===== src/rtl/sq_pkg.sv =====
// Shared constants, state encoding and sizing helper for the Sq coefficient unpacker.
package sq_pkg;
  localparam int COEF_W = 13;
  localparam int Q_LOG  = 13;
  localparam int N      = 701;
  localparam int N_PACK = N - 1;

  typedef logic [COEF_W-1:0] sq_coef_t;
  typedef enum logic {S_UNPACK = 1'b0, S_FINAL = 1'b1} sq_state_e;

  function automatic int sq_bytes(input int n, input int w);
    return (n * w + 7) / 8;
  endfunction
endpackage


===== src/rtl/sq_unpack_if.sv =====
// Byte-in / coefficient-out handshake bundle for the Sq unpacker.
interface sq_unpack_if #(
  parameter int COEF_W = 13,
  parameter int IDX_W  = 10
);
  logic [7:0]        in_data;
  logic              in_valid;
  logic              in_ready;
  logic [COEF_W-1:0] out_coef;
  logic [IDX_W-1:0]  out_idx;
  logic              out_valid;
  logic              out_ready;
  logic              out_last;
  logic              frame_done;

  modport master (output in_data, in_valid, out_ready,
                  input  in_ready, out_coef, out_idx, out_valid, out_last, frame_done);
  modport slave  (input  in_data, in_valid, out_ready,
                  output in_ready, out_coef, out_idx, out_valid, out_last, frame_done);
endinterface


===== src/rtl/sq_bit_window.sv =====
// LSB-first bit window: bytes are ORed in above the valid bits, coefficients leave from the bottom.
module sq_bit_window #(
  parameter  int COEF_W = 13,
  localparam int BUF_W  = COEF_W + 7,
  localparam int CNT_W  = $clog2(BUF_W + 1)
) (
  input  logic              clk,
  input  logic              rst,
  input  logic              flush,
  input  logic              push,
  input  logic [7:0]        din,
  input  logic              pop,
  output logic [COEF_W-1:0] word,
  output logic              full,
  output logic              room
);
  localparam logic [CNT_W-1:0] W_N = CNT_W'(COEF_W);

  logic [BUF_W-1:0] win;
  logic [CNT_W-1:0] bit_cnt;

  // push only happens below COEF_W bits, so the shifted byte always fits
  always_ff @(posedge clk or negedge rst) begin
    if (!rst) begin
      win     <= '0;
      bit_cnt <= '0;
    end else if (flush) begin
      win     <= '0;
      bit_cnt <= '0;
    end else if (push) begin
      win     <= win | (BUF_W'(din) << bit_cnt);
      bit_cnt <= bit_cnt + CNT_W'(8);
    end else if (pop) begin
      win     <= win >> COEF_W;
      bit_cnt <= bit_cnt - W_N;
    end
  end

  assign word = win[COEF_W-1:0];
  assign full = (bit_cnt >= W_N);
  assign room = !full;
endmodule


===== src/rtl/sq_unpack.sv =====
// Sq polynomial byte-stream decoder: N_PACK packed coefficients, then an optional
// sum-zero coefficient equal to the negated running sum mod 2^COEF_W.
module sq_unpack #(
  parameter  int COEF_W   = 13,
  parameter  int N_PACK   = 700,
  parameter  int SUM_ZERO = 1,
  localparam int N_BYTES  = sq_pkg::sq_bytes(N_PACK, COEF_W),
  localparam int IDX_W    = $clog2(N_PACK + 1),
  localparam int BC_W     = $clog2(N_BYTES + 1)
) (
  input logic        clk,
  input logic        rst,
  input logic        clear,
  sq_unpack_if.slave bus
);
  import sq_pkg::*;

  sq_state_e         state, state_nx;
  logic              run, done_q;
  logic [IDX_W-1:0]  coef_cnt, idx;
  logic [BC_W-1:0]   byte_cnt;
  logic [COEF_W-1:0] sum, win_word, coef;
  logic              win_full, win_room, in_rdy, vld, last;
  logic              in_hs, out_hs, pop, last_pk, frame_end, flush;

  assign last_pk   = (coef_cnt == IDX_W'(N_PACK - 1));
  assign in_hs     = bus.in_valid && in_rdy;
  assign out_hs    = vld && bus.out_ready && !clear;
  assign pop       = out_hs && (state == S_UNPACK);
  assign frame_end = out_hs && last;
  // trailing pad bits are dropped when the last packed coefficient leaves
  assign flush     = clear || frame_end || (pop && last_pk);

  sq_bit_window #(.COEF_W(COEF_W)) u_win (
    .clk  (clk),
    .rst  (rst),
    .flush(flush),
    .push (in_hs),
    .din  (bus.in_data),
    .pop  (pop),
    .word (win_word),
    .full (win_full),
    .room (win_room)
  );

  always_ff @(posedge clk or negedge rst) begin
    if (!rst) state <= S_UNPACK;
    else      state <= state_nx;
  end

  always_comb begin
    state_nx = state;
    if (clear) state_nx = S_UNPACK;
    else if (out_hs) begin
      case (state)
        S_UNPACK: if (last_pk && SUM_ZERO != 0) state_nx = S_FINAL;
        S_FINAL:  state_nx = S_UNPACK;
        default:  state_nx = S_UNPACK;
      endcase
    end
  end

  always_comb begin
    in_rdy = 1'b0;
    vld    = 1'b0;
    coef   = win_word;
    idx    = coef_cnt;
    last   = 1'b0;
    case (state)
      S_UNPACK: begin
        in_rdy = run && win_room && (byte_cnt < BC_W'(N_BYTES)) && !clear;
        vld    = win_full;
        last   = win_full && last_pk && (SUM_ZERO == 0);
      end
      S_FINAL: begin
        vld  = 1'b1;
        coef = '0 - sum;
        idx  = IDX_W'(N_PACK);
        last = 1'b1;
      end
      default: ;
    endcase
  end

  // run holds in_ready low until the first edge out of reset
  always_ff @(posedge clk or negedge rst) begin
    if (!rst) begin
      run      <= 1'b0;
      done_q   <= 1'b0;
      byte_cnt <= '0;
      coef_cnt <= '0;
      sum      <= '0;
    end else begin
      run    <= 1'b1;
      done_q <= frame_end;
      if (clear || frame_end) begin
        byte_cnt <= '0;
        coef_cnt <= '0;
        sum      <= '0;
      end else begin
        if (in_hs) byte_cnt <= byte_cnt + 1'b1;
        if (pop) begin
          coef_cnt <= coef_cnt + 1'b1;
          sum      <= sum + win_word;
        end
      end
    end
  end

  assign bus.in_ready   = in_rdy;
  assign bus.out_valid  = vld;
  assign bus.out_coef   = coef;
  assign bus.out_idx    = idx;
  assign bus.out_last   = last;
  assign bus.frame_done = done_q;
endmodule


===== src/flat_wrapper.sv =====
// flat-port wrapper written by rule: the top's interface ports become plain ports
module sq_unpack_flat import sq_pkg::*;
#(
  parameter  int COEF_W   = 13,
  parameter  int N_PACK   = 700,
  parameter  int SUM_ZERO = 1,
  localparam int N_BYTES  = sq_pkg::sq_bytes(N_PACK, COEF_W),
  localparam int IDX_W    = $clog2(N_PACK + 1),
  localparam int BC_W     = $clog2(N_BYTES + 1)
)
  (clk, rst, clear, bus_in_data, bus_in_valid, bus_out_ready, bus_in_ready, bus_out_coef, bus_out_idx, bus_out_valid, bus_out_last, bus_frame_done);
  sq_unpack_if #(.COEF_W(COEF_W), .IDX_W(10)) bus_i ();
  input logic clk;
  input logic rst;
  input logic clear;
  input wire logic [$bits(bus_i.in_data)-1:0] bus_in_data;
  input wire logic [$bits(bus_i.in_valid)-1:0] bus_in_valid;
  input wire logic [$bits(bus_i.out_ready)-1:0] bus_out_ready;
  output wire logic [$bits(bus_i.in_ready)-1:0] bus_in_ready;
  output wire logic [$bits(bus_i.out_coef)-1:0] bus_out_coef;
  output wire logic [$bits(bus_i.out_idx)-1:0] bus_out_idx;
  output wire logic [$bits(bus_i.out_valid)-1:0] bus_out_valid;
  output wire logic [$bits(bus_i.out_last)-1:0] bus_out_last;
  output wire logic [$bits(bus_i.frame_done)-1:0] bus_frame_done;
  assign bus_i.in_data = bus_in_data;
  assign bus_i.in_valid = bus_in_valid;
  assign bus_i.out_ready = bus_out_ready;
  assign bus_in_ready = bus_i.in_ready;
  assign bus_out_coef = bus_i.out_coef;
  assign bus_out_idx = bus_i.out_idx;
  assign bus_out_valid = bus_i.out_valid;
  assign bus_out_last = bus_i.out_last;
  assign bus_frame_done = bus_i.frame_done;
  sq_unpack #(.COEF_W(COEF_W), .N_PACK(N_PACK), .SUM_ZERO(SUM_ZERO)) u_core (.clk(clk), .rst(rst), .clear(clear), .bus(bus_i));
endmodule

===== config.mk =====
export PLATFORM = sky130hd
export DESIGN_NAME = sq_unpack_flat
export DESIGN_NICKNAME = d
export VERILOG_FILES = /design/src/rtl/sq_pkg.sv /design/src/rtl/sq_unpack_if.sv /design/src/rtl/sq_bit_window.sv /design/src/rtl/sq_unpack.sv /design/src/flat_wrapper.sv
export SDC_FILE = /design/constraint.sdc
export NUM_CORES = 1
export LEC_CHECK = 0
export ABC_AREA = 1
export CAP_MARGIN = 25
export CORE_UTILIZATION = 55
export CTS_CLUSTER_SIZE = 12
export DETAILED_ROUTE_END_ITERATION = 8
export HOLD_SLACK_MARGIN = 0.06
export PLACE_DENSITY_LB_ADDON = 0.08
export SYNTH_ARGS = -nofsm -noshare
export SYNTH_HDL_FRONTEND = slang
export SYNTH_SLANG_ARGS = --single-unit
export TNS_END_PERCENT = 30

===== constraint.sdc =====
create_clock -name clk -period 2.1 [get_ports clk]
set_clock_uncertainty 0.05 [all_clocks]
set_input_delay 0.21 -clock clk [delete_from_list [all_inputs] [get_ports clk]]
set_output_delay 0.21 -clock clk [all_outputs]
set_load 0.02 [all_outputs]

==> out/results.ini, run 1 <==
[worst_setup_path]
critical_path.endpoint_type = output pin
cpPeakStageDelay_ns = 0.39
worstPathRequired_ns = 1.84
cp_cell_sequence = inv_2 -> buf_6 -> nand4_1 -> nor2_2 -> buf_6 -> nand3_4 -> nor2_1 -> nand2_1 -> nand3_1 -> o21ai_1 -> buf_4
cpLargestDelayFamily = simple AND/OR/NAND/NOR gates
timing.reg2reg.worst_path_depth = 11
critical_path.max_fanout = 4
critical_path_buf_inv_count = 4
crit_path_top_delay_cell = dfrtp_1
category_of_the_critical_setup_timing_path = reg -> out
worstSetupStartpointType = flop
arrival_ns = 1.93
critical_path_depth = 11
critical_path.most_common_cell = buf_6

[global_route]
first_global_vias = 4236
grt_first_pass_wirelength_um = 19500
total_global_routing_track_utilization = 0.2915
grt_start_max_net_pins = 63
antenna_found_initial = 0
grt_overflow_total = 0

[clocking]
cts_made_buffers = 9
clkLatencyLatePin_ns = 0.35
cts_num_sinks = 62
cts-htree-levels = 3
clk_transition_reported_paths_ns = 0.08
cts_tree = done
cts_root_buf = clkbuf_8
max-clock-path-buffers = 2

[yosys]
synth.largest_area_cell = dfrtp_1
yosys_register_bits = 62
synth-edff-count = 0
syn_area_per_cell_um2 = 6.861
asyncSetResetFlopFracSynth = 1.000
synth_top_cells_by_area = dfrtp_1, nand2_1, nand3_1, inv_1, ha_1
syn_area_um2 = 4453
yosysSeqAreaShare = 0.3484
synth-main-ff-cell = dfrtp_1
yosysWarnings = 0
synth_top_area_frac = 0.3484
syn_nets = 681
yosys.cell_types.count = 38
synthesis.instances = 649

[final_layout]
layout.area.seq_um2 = 1551
finish.instance_area_um2 = 5489
nets = 758
layout_common_cells = nand2_1, nand3_1, inv_1
multi_input_comb_area_um2 = 2532
utilization = 0.7067
layoutNonFillerInstCount = 833
final_layout_size_suffix_gt1_frac = 0.1368
flow.area_growth_from_synthesis_pct = 23.26
fill_cells = 646
final_common_cell = nand2_1
total_inserted_antenna_cells = 0

[floorplan]
rows = 32
die-height_um = 91.98
initial_cell_density_of_the_core = 0.5733
core_region_area_um2 = 7767
die-area_um2 = 8460
die_x_um = 91.98
io-pin-count = 40

[timing]
final.setup.worst_slack_ns = -0.09387
unrepaired_setup_endpoints_after_global_routing = yes
fmax_mhz = 455.8
finalWorstPathRequiredPeriod_ns = 2.194
final.period_utilization = 1.045
finalHoldViolCount = 0
report.final.setup_viol = 6
timing.final.max_slew_violations = 0

[pwr]
net_sw_power_mw = 1.784
p_clk_frac = 0.270
p_seq_frac = 0.306
peakVddDrop_uv = 594.7
power_report.internal_total_mw = 2.711
sw_frac_of_total = 0.3969
total_power_density_per_cell_area_nw_per_um2 = 818.8
power.share.combinational = 0.424
cellLeakagePower_nw = 2.877

[drt]
wirelength_um = 11750
drc = 0
routed-via-count = 4570
dr.first_iter.drc_count = 293
firstDrtPassIters = 5
drt-wirelength-per-cell_um = 14.10
antenna_violating_nets_post_route = 0
detail_route.vias_per_cell = 5.486

[status]
violated_checks = negative setup slack
outcome = complete, but fails checks

[flow_run]
max_cap_violations = 0

[place]
gp_congestion = 0.9752
dp_wirelength_um = 8639
place_area_um2 = 5201
placed_cells = 815
numPortBuffers = 39

[min_path]
worst_min_delay_path_category = in -> async

[worst paths after layout]
kind | startpoint | endpoint | slack (ns)
min | rst | u_core.coef_cnt[5] | 0.34
max reg2reg | u_core.u_win.bit_cnt[0] | u_core.u_win.win[6] | 0.09
max | u_core.sum[1] | bus_out_coef[11] | -0.09
min reg2reg | u_core.u_win.win[17] | u_core.u_win.win[17] | 0.45
max in group asynchronous | rst | u_core.u_win.win[8] | 1.38
min in group clk | u_core.u_win.win[17] | u_core.u_win.win[17] | 0.45
[through the flow]
stage               hold slack [ns]  setup slack, ns  setup TNS (ns)  power [mW]
floorplan                   -0.1356          0.01929               0       2.593
global placement             0.1939          -0.2655         -0.7522       3.164
detailed placement           0.1939          -0.2847         -0.8710       3.181
CTS                          0.3487         -0.06582        -0.09200       4.441
global route                 0.3872          -0.2182          -1.252       4.774
finish                       0.3403         -0.09387         -0.1611       4.494
[worst register-to-register path, cell delays in order (launching register included)]
cell and delay, ns:
dfrtp_1 0.41, ha_1 0.21, nand3_1 0.08, nand2_1 0.06, inv_2 0.07, nand2_4 0.08, a21oi_4 0.27, nand2_1 0.31
nand2_1 0.18, nand2_1 0.07, nand2_1 0.07, inv_1 0.04
[area by class of cell]
| class | instances | share of cell area |
|---|---|---|
| clock buffers | 10 | 0.02507 |
| clock inverters | 6 | 0.01687 |
| inverters | 85 | 0.05813 |
| multi-input cells | 482 | 0.4614 |
| flip-flops and latches | 62 | 0.2827 |
| well taps | 102 | 0.02325 |
| repair buffers | 86 | 0.1327 |
[cell families (layout without fill, tap and decap cells)]
| logic type | after synthesis | in the layout | synth area share |
|---|---|---|---|
| AND/OR/NAND/NOR | 350 | 350 | 0.3408 |
| other | 1 | 1 | 0.0008421 |
| XOR/XNOR | 21 | 21 | 0.04130 |
| buffers and inverters | 105 | 187 | 0.09750 |
| adder cells (fa/ha/maj) | 19 | 19 | 0.05507 |
| flip-flops | 62 | 62 | 0.3484 |
| AO/OA/AOI/OAI | 91 | 91 | 0.1160 |
[registers in the layout, indices dropped and copies added (netlist names)]
| register | cells |
|---|---|
| u_core.bus.frame_done | 1 |
| u_core.byte_cnt | 11 |
| u_core.coef_cnt | 10 |
| u_core.run | 1 |
| u_core.state | 1 |
| u_core.sum | 13 |
| u_core.u_win.bit_cnt | 5 |
| u_core.u_win.win | 20 |
[power by group through the flow]
stage	sequential, mW	clock (mW)	combinational, mW
after floorplan	1.37	0	1.22
after global placement	1.39	0	1.77
after detailed placement	1.40	0	1.79
after CTS	1.37	1.23	1.84
after global routing	1.39	1.28	2.11
final	1.38	1.21	1.90
[timing repair]
action / in CTS / in global routing
setup endpoints to repair: 24 / 22
setup buffers: 1 / 0
gates resized for setup: 66 / 13
pin swaps: 3 / 4
hold endpoints to repair: 62 / 0
hold buffers: 1 / 0
[cells in the mapped netlist (10+ instances only)]
| cell | instances |
|---|---|
| ha_1 | 18 |
| xor2_1 | 15 |
| dfrtp_1 | 62 |
| buf_2 | 11 |
| a21oi_1 | 21 |
| o22ai_1 | 18 |
| nand3_1 | 81 |
| nor2_1 | 46 |
| nand2_1 | 191 |
| inv_1 | 79 |
| nor3_1 | 10 |
| o21ai_0 | 36 |
[routing by layer]
| layer | GRT usage | vias up | share of wire |
|---|---|---|---|
| li1 | - | 2269 | - |
| met3 | 0.04063 | 15 | 0.068 |
| met1 | 0.4073 | 2107 | 0.46 |
| met4 | 0.1081 | 0 | 0.013 |
| met5 | 0 | - | 0 |
| met2 | 0.4602 | 179 | 0.46 |
Power figures use the tool's default switching activity.
==> inputs of run 2 (changes only) <==
--- a/config.mk
+++ b/config.mk
@@ -15,4 +15,4 @@
 export SYNTH_ARGS = -nofsm -noshare
 export SYNTH_HDL_FRONTEND = slang
 export SYNTH_SLANG_ARGS = --single-unit
-export TNS_END_PERCENT = 30
+export TNS_END_PERCENT = 5
==> run 2 against run 1 <==
Net effect: the flow still finishes with violations (negative setup slack); cell count is the same; setup slack lost 0.015 ns; sequential power is essentially flat; critical endpoint is now bus_out_coef[9]; largest power group unchanged.
==> out/results.ini, run 2 (synthesis gave the netlist of run 1 again) <==
[global_route]
first_global_vias = 4238  ; was 4236
grt_overflow_total = 0  ; unchanged
total_global_routing_track_utilization = 0.2908  ; was 0.2915
grt_first_pass_wirelength_um = 19440  ; was 19500 um
grt_start_max_net_pins = 63  ; unchanged
antenna_found_initial = 0  ; unchanged

[worst_setup_path]
category_of_the_critical_setup_timing_path = reg -> out  ; unchanged
worstSetupStartpointType = flop  ; unchanged
crit_path_top_delay_cell = dfrtp_1  ; unchanged
arrival_ns = 1.95  ; was 1.93 ns
critical_path.endpoint_type = output pin  ; unchanged
cpLargestDelayFamily = simple AND/OR/NAND/NOR gates  ; unchanged
cp_cell_sequence = inv_2 -> buf_6 -> nand4_1 -> nor2_4 -> nand3_2 -> buf_4 -> nand3_1 -> o21ai_0 -> buf_2  ; was inv_2 -> buf_6 -> nand4_1 -> nor2_2 -> buf_6 -> nand3_4 -> nor2_1 -> nand2_1 -> nand3_1 -> o21ai_1 -> buf_4
critical_path.max_fanout = 4  ; unchanged
cpPeakStageDelay_ns = 0.39  ; about the same
critical_path_buf_inv_count = 4  ; unchanged
worstPathRequired_ns = 1.84  ; about the same

[floorplan]
rows = 32  ; unchanged
die_x_um = 91.98  ; unchanged
io-pin-count = 40  ; unchanged
initial_cell_density_of_the_core = 0.5733  ; unchanged
die-height_um = 91.98  ; unchanged
die-area_um2 = 8460  ; unchanged
core_region_area_um2 = 7767  ; unchanged

[status]
outcome = complete, but fails checks  ; unchanged
violated_checks = negative setup slack  ; unchanged

[final_layout]
layoutNonFillerInstCount = 833  ; unchanged
finish.instance_area_um2 = 5498  ; was 5489 um^2
total_inserted_antenna_cells = 0  ; unchanged
utilization = 0.7078  ; was 0.7067
largest_register_ff_count = 20  ; unchanged
largest_registers = u_core.u_win.win (20), u_core.sum (13), u_core.byte_cnt (11)  ; unchanged
layout_common_cells = nand2_1, nand3_1, inv_1  ; unchanged
flow.area_growth_from_synthesis_pct = 23.46  ; was 23.26%
final_common_cell = nand2_1  ; unchanged
nets = 758  ; unchanged
fill_cells = 650  ; was 646
regMostFlops = u_core.u_win.win  ; unchanged
final_layout_size_suffix_gt1_frac = 0.1395  ; was 0.1368

[place]
gp_congestion = 0.9752  ; unchanged
placed_cells = 815  ; unchanged
numPortBuffers = 39  ; unchanged
place_area_um2 = 5201  ; unchanged
dp_wirelength_um = 8639  ; unchanged

[clocking]
cts_tree = done  ; unchanged
clkLatencyLatePin_ns = 0.35  ; about the same
cts-htree-levels = 3  ; unchanged
clk_transition_reported_paths_ns = 0.08  ; about the same
max-clock-path-buffers = 2  ; unchanged
cts_num_sinks = 62  ; unchanged
cts_made_buffers = 9  ; unchanged
cts_root_buf = clkbuf_8  ; unchanged

[pwr]
power_report.internal_total_mw = 2.710  ; was 2.711 mW
net_sw_power_mw = 1.767  ; was 1.784 mW
power.share.combinational = 0.422  ; was 0.424
peakVddDrop_uv = 598.1  ; was 594.7 uV
p_clk_frac = 0.271  ; was 0.270
total_power_density_per_cell_area_nw_per_um2 = 814.4  ; was 818.8 nW/um^2
cellLeakagePower_nw = 2.887  ; was 2.877 nW
sw_frac_of_total = 0.3947  ; was 0.3969
p_seq_frac = 0.308  ; was 0.306

[min_path]
worst_min_delay_path_category = in -> async  ; unchanged

[timing]
finalWorstPathRequiredPeriod_ns = 2.209  ; was 2.194 ns
worst_hold_slack_ns = 0.3320  ; was 0.3403 ns
report.final.setup_viol = 7  ; was 6
fmax_mhz = 452.7  ; was 455.8 MHz
finalHoldViolCount = 0  ; unchanged
final.period_utilization = 1.052  ; was 1.045
tightest_slew_ns = 0.4958
unrepaired_setup_endpoints_after_global_routing = yes  ; unchanged
final.setup.tns_ns = -0.4007  ; was -0.1611 ns
timing.final.max_slew_violations = 0  ; unchanged
worst_slew_margin_rel = 0.6682
final.setup.worst_slack_ns = -0.1091  ; was -0.09387 ns

[drt]
routed-via-count = 4545  ; was 4570
dr.first_iter.drc_count = 281  ; was 293
firstDrtPassIters = 4  ; was 5
detail_route.vias_per_cell = 5.456  ; was 5.486
drc = 0  ; unchanged
antenna_violating_nets_post_route = 0  ; unchanged
drt-wirelength-per-cell_um = 13.96  ; was 14.10 um
wirelength_um = 11630  ; was 11750 um

[flow_run]
max_cap_violations = 0  ; unchanged

==> run 2: tightest hold or removal path, stage by stage <==
cell and delay, ns:
dlygate4sd3_1 0.52, buf_2 0.12, buf_12 0.28
==> run 2: power groups by stage <==
stage | clock [mW] | sequential [mW] | combinational [mW]
2_1_floorplan | 0 | 1.37 | 1.22
3_3_place_gp | 0 | 1.39 | 1.77
3_5_place_dp | 0 | 1.40 | 1.79
4_1_cts | 1.23 | 1.37 | 1.80
5_1_grt | 1.28 | 1.39 | 2.10
6_report | 1.21 | 1.38 | 1.89
==> run 2: per-layer routing <==
metal	track usage	wire (um)	part of all wire
met5	0	0	0
met4	0.1120	180	0.015
met3	0.04146	556	0.048
met2	0.4602	5308	0.46
met1	0.4031	5587	0.48
==> run 2: final cells by class <==
class | instances | area [um^2] | share of cell area
clock inverter | 6 | 92.59 | 0.01684
timing repair buffer | 86 | 728.2 | 0.1325
inverter | 85 | 319.1 | 0.05803
tap | 102 | 127.6 | 0.02321
clock buffer | 10 | 137.6 | 0.02503
multi-input combinational | 482 | 2541 | 0.4622
sequential | 62 | 1551 | 0.2822
==> run 2: per-stage QoR <==
stage	worst slack (ns)	total power, mW
CTS	-0.1276	4.398
floorplan	0.01929	2.593
global placement	-0.2655	3.164
detailed placement	-0.2847	3.181
finish	-0.1091	4.477
global route	-0.2223	4.769
==> run 2: worst paths after layout <==
path,startpoint,endpoint,slack (ns),cells past startpoint
hold / removal,rst,u_core.coef_cnt[5],0.33,3
setup / recovery,u_core.sum[1],bus_out_coef[9],-0.11,9
max in group asynchronous,rst,u_core.u_win.win[8],1.36,3
setup reg to reg,u_core.sum[3],u_core.sum[6],0.17,8
min in group clk,u_core.u_win.win[17],u_core.u_win.win[17],0.44,2
hold reg to reg,u_core.u_win.win[17],u_core.u_win.win[17],0.44,2
==> run 2: timing repair <==
action / 4_1_cts / 5_1_grt
setup endpoints to repair: 24 / 22
pin swaps: 2 / 10
hold buffers: 1 / 0
resized for setup: 51 / 29
cloned: 0 / 0
buffers inserted: 0 / 1
hold endpoints to repair: 62 / 0
